## config.mk

```make
export PLATFORM = sky130hd
export DESIGN_NAME = gcd_arbiter
export DESIGN_NICKNAME = d
export VERILOG_FILES = /design/src/rtl/gcd_arbiter.sv
export SDC_FILE = /design/constraint.sdc
export NUM_CORES = 1
export LEC_CHECK = 0
export BUFFER_PORTS_ARGS = -buffer_cell sky130_fd_sc_hd__buf_4
export CAP_MARGIN = 20
export CORE_AREA = 2 2 96 98
export DETAILED_ROUTE_END_ITERATION = 6
export DIE_AREA = 0 0 98 100
export SLEW_MARGIN = 20
export SYNTH_ARGS = -nofsm -noshare
export SYNTH_HDL_FRONTEND = slang
export SYNTH_SLANG_ARGS = --single-unit
```

## constraint.sdc

```tcl
create_clock -name clock -period 3.33 [get_ports clock]
set_clock_uncertainty 0.2 [all_clocks]
set_input_delay 0.666 -clock clock [delete_from_list [all_inputs] [get_ports clock]]
set_output_delay 0.666 -clock clock [all_outputs]
set_load 0.02 [all_outputs]
```

## src/rtl/gcd_arbiter.sv

```systemverilog
// Round-robin arbiter sharing one start/done GCD core among NUM_REQ requesters.
// Define GCD_TIMEOUT_EN to build the WAIT-state watchdog and drive rsp_err.
module gcd_arbiter #(
  parameter int WIDTH   = 8,
  parameter int NUM_REQ = 4,
  parameter int TIMEOUT = 255
) (
  input  logic                     clock,
  input  logic                     reset,
  input  logic [NUM_REQ-1:0]       req_valid,
  input  logic [NUM_REQ*WIDTH-1:0] req_x,
  input  logic [NUM_REQ*WIDTH-1:0] req_y,
  output logic [NUM_REQ-1:0]       req_ready,
  output logic [NUM_REQ-1:0]       rsp_valid,
  output logic [WIDTH-1:0]         rsp_data,
  output logic                     rsp_err,
  output logic                     busy,
  output logic                     core_start,
  output logic [WIDTH-1:0]         core_x,
  output logic [WIDTH-1:0]         core_y,
  input  logic                     core_done,
  input  logic [WIDTH-1:0]         core_result
);

  localparam int PW = $clog2(NUM_REQ);
  localparam logic [NUM_REQ-1:0] ONE = {{(NUM_REQ-1){1'b0}}, 1'b1};

  typedef enum logic [1:0] {IDLE, ISSUE, WAIT, RESP} state_t;

  state_t         state;
  logic [PW-1:0]  rr_ptr;
  logic [PW-1:0]  grant;

  logic [PW-1:0]  pick;
  logic           pick_hit;
  logic [PW:0]    sum;
  logic [WIDTH-1:0] pick_x, pick_y;
  logic [NUM_REQ-1:0] pick_oh, grant_oh;
  logic [PW-1:0]  rr_next;

  // Scan downward so the lowest offset from rr_ptr is the last (winning) write.
  always_comb begin
    pick     = '0;
    pick_hit = 1'b0;
    sum      = '0;
    for (int i = NUM_REQ-1; i >= 0; i--) begin
      sum = {1'b0, rr_ptr} + (PW+1)'(i);
      if (sum >= (PW+1)'(NUM_REQ)) sum = sum - (PW+1)'(NUM_REQ);
      if (req_valid[sum[PW-1:0]]) begin
        pick     = sum[PW-1:0];
        pick_hit = 1'b1;
      end
    end
  end

  assign pick_x   = req_x[pick*WIDTH +: WIDTH];
  assign pick_y   = req_y[pick*WIDTH +: WIDTH];
  assign pick_oh  = ONE << pick;
  assign grant_oh = ONE << grant;
  assign rr_next  = (grant == PW'(NUM_REQ-1)) ? '0 : grant + 1'b1;

`ifdef GCD_TIMEOUT_EN
  localparam int TW = ($clog2(TIMEOUT+1) > 8) ? $clog2(TIMEOUT+1) : 8;
  logic [TW-1:0] wd_cnt;
`else
  assign rsp_err = 1'b0;
`endif

  always_ff @(posedge clock or negedge reset) begin
    if (!reset) begin
      state      <= IDLE;
      rr_ptr     <= '0;
      grant      <= '0;
      req_ready  <= '0;
      rsp_valid  <= '0;
      rsp_data   <= '0;
      busy       <= 1'b0;
      core_start <= 1'b0;
      core_x     <= '0;
      core_y     <= '0;
`ifdef GCD_TIMEOUT_EN
      rsp_err    <= 1'b0;
      wd_cnt     <= '0;
`endif
    end else begin
      req_ready  <= '0;
      rsp_valid  <= '0;
      core_start <= 1'b0;
`ifdef GCD_TIMEOUT_EN
      rsp_err    <= 1'b0;
`endif
      case (state)
        IDLE: if (pick_hit) begin
          grant     <= pick;
          core_x    <= pick_x;
          core_y    <= pick_y;
          req_ready <= pick_oh;
          busy      <= 1'b1;
          // A zero operand would never terminate the subtract loop; answer locally.
          if (pick_x == '0 || pick_y == '0) begin
            rsp_data  <= pick_x | pick_y;
            rsp_valid <= pick_oh;
            state     <= RESP;
          end else begin
            core_start <= 1'b1;
            state      <= ISSUE;
          end
        end
        ISSUE: begin
          state <= WAIT;
`ifdef GCD_TIMEOUT_EN
          wd_cnt <= '0;
`endif
        end
        WAIT: begin
          if (core_done) begin
            rsp_data  <= core_result;
            rsp_valid <= grant_oh;
            state     <= RESP;
          end
`ifdef GCD_TIMEOUT_EN
          else if (wd_cnt == TW'(TIMEOUT-1)) begin
            rsp_data  <= '0;
            rsp_err   <= 1'b1;
            rsp_valid <= grant_oh;
            state     <= RESP;
          end else begin
            wd_cnt <= wd_cnt + 1'b1;
          end
`endif
        end
        RESP: begin
          rr_ptr <= rr_next;
          busy   <= 1'b0;
          state  <= IDLE;
        end
        default: state <= IDLE;
      endcase
    end
  end

endmodule

```

Yosys cells after proc, flatten, opt, wreduce, memory -nomap -nowiden
Cells that the tools add are included.
- add/sub/neg operators: 8
- order comparisons: 8
- equal/unequal tests: 7
- shift operators: 4
- multiplexer cells: 40
- bitwise logic cells: 1
- reductions and logical operators: 10
- operators by type and width (kind ; number):
    indexed part select 32 x 6 -> 8 bit ; 2
    2-to-1 mux 2 bit ; 12
    2-to-1 mux 8 bit ; 3
    2-to-1 mux 4 bit ; 5
    logical NOT 8 bit ; 2
    case mux 8 bit (2 select lines) ; 1
    < comparator 2 x 3 -> 1 bit (second input constant) ; 4
    2-to-1 mux 1 bit ; 12
    >= comparator 3 bit (second input constant) ; 3
    binary-select mux 1 bit (select 2 bit) ; 4
    bitwise OR 8 bit ; 1
    case mux 2 bit (4 select lines) ; 1
    case mux 4 bit (2 select lines) ; 1
    left shift 1 x 2 -> 4 bit (first input constant) ; 2
    subtractor 2 x 1 -> 2 bit (second input constant) ; 4
    adder 2 x 2 -> 3 bit (second input constant) ; 2
    == test 2 bit (second input constant) ; 3
    != test 2 bit (second input constant) ; 3
    AND reduction 2 bit ; 3
    AND reduction 4 bit ; 1
    nonzero test 2 bit ; 2
    adder 2 x 1 -> 3 bit (second input constant) ; 1
    >= comparator 2 x 3 -> 1 bit (second input constant) ; 1
    adder 2 x 1 -> 2 bit (second input constant) ; 1
    other kinds (4) ; 4
- flip-flop bits (word level): 40
- logic and storage cells: 88

Depth between registers and ports, before layout
- depth after elaboration: 15
- mapped depth: 12
- gate-level depth less buffers: 9

Worst setup path after synthesis
Ideal clock, no wire load.
- path kind: in2reg
- start point: input req_valid[0]
- end point: register state[1]
- setup time: 0.065 ns
- arrival time: 2.506 ns
- slack: 0.559 ns
- cell stages on the path: 12
- cell sequence: a21o_1 > a21oi_1 > o22a_1 > buf_6 > buf_6 > mux2i_1 > mux2_2 > nand4_1 > or2_1 > buf_6 > a31oi_1 > o22a_1
- word-level cells in the longest chain between the ends: 12
- elaborated cells on any way between the ends: 26
- classes of those cells: eq/ne: 1; shift: 2; mux: 19; reduce/logical: 4
- RTL lines (what ; line ; text):
    start, declared ; 10 ; input logic [NUM_REQ-1:0] req_valid,
    binary-select mux 1 bit (select 2 bit) ; 49 ; if (req_valid[sum[PW-1:0]]) begin
    2-to-1 mux 1 bit (implied by the code) ; 49 ;
    2-to-1 mux 2 bit (4 in series) ; 49 ;
    indexed part select 32 x 6 -> 8 bit (on tied branches) ; 56, 57 ;
    logical NOT 8 bit ; 100 ; if (pick_x == '0 || pick_y == '0) begin
    logical OR 1 bit ; 100 ;
    2-to-1 mux 2 bit ; 100 ;
    2-to-1 mux 2 bit ; 93 ; IDLE: if (pick_hit) begin
    case mux 2 bit (4 select lines) ; 92 ; case (state)
    end signal, assigned ; 103 ; state <= RESP;
    end signal, assigned ; 106 ; state <= ISSUE;
    end signal, assigned ; 110 ; state <= WAIT;
    end, declared ; 30 ; state_t state;
Several ways; a longest one is shown, not always the timed one. The select of a mux whose other input is x is not followed.
A chain may end at the register's enable or synchronous reset.

Worst setup path in the final report
Ends and elaborated chain as after synthesis.

==> results.ini <==
[status]
status=complete, no violations

[die]
die_h_um=100
die_w_um=98
initial_core_util_pct=29.0
rows=35
die-area_um2=9800
core_area_um2=8890
ioPinCount=114

[worst_setup_path]
critPathMaxFanout=19
reg2reg_depth=10
end_kind=flop
r2r_end=state[1]
rr_startpoint=rr_ptr[1]
r2r_setup_slack_ns=0.44
start_kind=primary input
cp_data_arrival_time_ns=2.95
crit_required_ns=3.37
path_class=in2reg

[grt]
antenna_found_initial=0
grt_pass1_vias=2406
grt_max_degree=41
grt_pass1_wl_um=12400
overflow=0
grt_usage_pct=15.7

[sta]
setup-violations-final=0
fin_tns_setup_ns=0
slew_headroom_pct=59.7
fmax_ghz=0.343
worstMarginPinSlew_ns=0.604
period_share_pct=87.5
hold_viol=0
rsz0062_at_grt=false
period_minus_slack_ns=2.91
slew_violations=0

[logic_synthesis]
synth-edff-count=0
synth_cell_type_count=35
synth_common_cells=40 x dfrtp_1, 32 x mux2i_1, 24 x nand2_1
async_flop_share_pct=100
muxShareOfSynthArea_pct=19.9
yosys.area_share.simple_pct=12.6
synth_top_family_by_area=multiplexers
yosys-top-cells-area=dfrtp_1 39%, mux2i_1 12%, mux2_2 6.6%
synthCells=268
synth_top_cell_area_share_pct=38.9
synth_seq_cells=40
syn_area_per_cell_um2=9.60
synth.yosys.seq_area_share_pct=38.9
netlist_area_um2=2570
yosysTopAreaCell=dfrtp_1
synth.net_count=354
synth.most_common_cell=dfrtp_1
synthFlopType=dfrtp_1
synthXorXnorAreaFrac_pct=0
synthAdderAreaFrac_pct=3.40
yosysWarnings=0
synth_compound_area_share_pct=19.1

[flow_run]
drv_cap=0

[route]
dr.pass1.iters=4
drt_iter0_markers=91
vias=2416
drt-vias-per-instance=4.91
wl_um=7710
post_drt_wl_per_cell_um=15.7
drcViolationCount=0
ant_nets=0

[pwr]
pwr-share-seq_pct=24.7
power_leakage_nw=1.80
p_int_mw=1.90
p_sw_share_pct=41.4
power_frac_clock_pct=17.0
switchingPower_mw=1.34
comb_power_share_pct=58.3
vdd_drop_max_v=0.000235
powerDensity_nw_per_um2=878

[clock_tree]
cts_setup_buffers=0
clk_latency_ns=0.30
cts_tree=built
cts_made_buffers=5
cts-hold-fix-buffers=0
clockBufferDepth=2
cts_sinks=40
htreeDepth=2
cts_resized=0
cts.clk_slew.worst_paths_ns=0.08
clockRootBuffer=clkbuf_8

[finish]
insertedDiodeCount=0
drive_gt1_share_pct=39.6
syn_to_final_growth_pct=43.7
nNetsFinal=466
final_util_pct=41.6

[min_path]
hold_path.class=in2async

[place]
portBuffers=112
hpwl_um=6000
gp_congestion=0.778

## how the worst max path moves through the flow
| stage | from | end | cells after the start |
|---|---|---|---|
| 4_1_cts | req_valid[0] | rsp_data[7] | 12 |
| 3_3_place_gp | req_valid[0] | state[1] | 11 |
| 5_1_grt | rr_ptr[1] | state[1] | 10 |
| 3_5_place_dp | req_valid[0] | rsp_data[7] | 12 |
| 2_1_floorplan | req_valid[0] | state[1] | 12 |
| 6_report | req_valid[0] | state[1] | 11 |
## per-layer routing
layer	up-vias	global-route usage, %	wire length, um
met4	0	3.42	63
met1	1121	22.7	3620
met2	91	23.8	3460
met5	-	0	0
met3	8	3.76	574
li1	1196	-	-
## power groups by stage
stage,combinational [mW],sequential [mW],clock [mW]
floorplan,1.14,0.958,0
global placement,1.88,0.805,0
detailed placement,1.91,0.811,0
CTS,1.91,0.804,0.561
global route,2.10,0.828,0.584
finish,1.89,0.801,0.551
## cell families after synthesis
logic type	after synthesis
buffers and inverters	28
flip-flops	40
multiplexers	49
adder cells (fa/ha/maj)	7
other	1
AO/OA/AOI/OAI	76
AND/OR/NAND/NOR	67
## state kept, by name, summed over array words and instances (netlist names)
name and cells:
state 2, busy 1, core_x 8, grant 2, rsp_data 8, rr_ptr 2, req_ready 4, core_start 1
rsp_valid 4, core_y 8
## cell usage in the layout (no fill, tap or decap), drive strengths merged, types with 2 or more instances in the layout
cell type / Yosys / routed
o22a: 3 / 3
a21oi: 20 / 20
dfrtp: 40 / 40
or2: 2 / 2
o21ai: 22 / 22
a22oi: 8 / 8
buf: 9 / 124
mux2i: 32 / 32
and2: 9 / 9
o31ai: 2 / 2
nand4: 4 / 4
mux2: 17 / 17
nand2b: 3 / 3
inv: 9 / 9
nand3: 13 / 13
bufinv: 0 / 3
o31a: 8 / 8
clkbuf: 10 / 5
nand2: 24 / 24
nor2: 8 / 8
nor3: 2 / 2
o311ai: 8 / 8
ha: 7 / 7
## through the flow
step | setup slack [ns] | hold WS (ns) | area (um^2) | instances | power [mW]
floorplan | 0.559 | 0.170 | 2570 | 268 | 2.10
global placement | 0.166 | 0.265 | 3540 | 484 | 2.68
detailed placement | 0.0901 | 0.276 | 3540 | 484 | 2.72
CTS | 0.419 | 0.152 | 3700 | 492 | 3.28
global route | 0.247 | 0.165 | 3700 | 492 | 3.51
finish | 0.418 | 0.137 | 3700 | 492 | 3.25
## worst max-delay path: stages
cell	delay (ns)
buf_4	0.12
a21o_1	0.16
a21oi_1	0.14
o22a_2	0.30
buf_12	0.22
mux2i_1	0.23
mux2_2	0.22
nand4_1	0.13
or2_1	0.40
a31oi_1	0.20
o22a_1	0.15
## layout make-up
type                    instances  area (um^2)
fillers                       903         5190
multi-input cells             200         1420
flip-flops and latches         40         1000
repair buffers                124          943
well taps                     111          139
clock inverters                 3         90.1
clock buffers                   5         68.8
inverters                       9         33.8
Power figures use the tool's default switching activity.
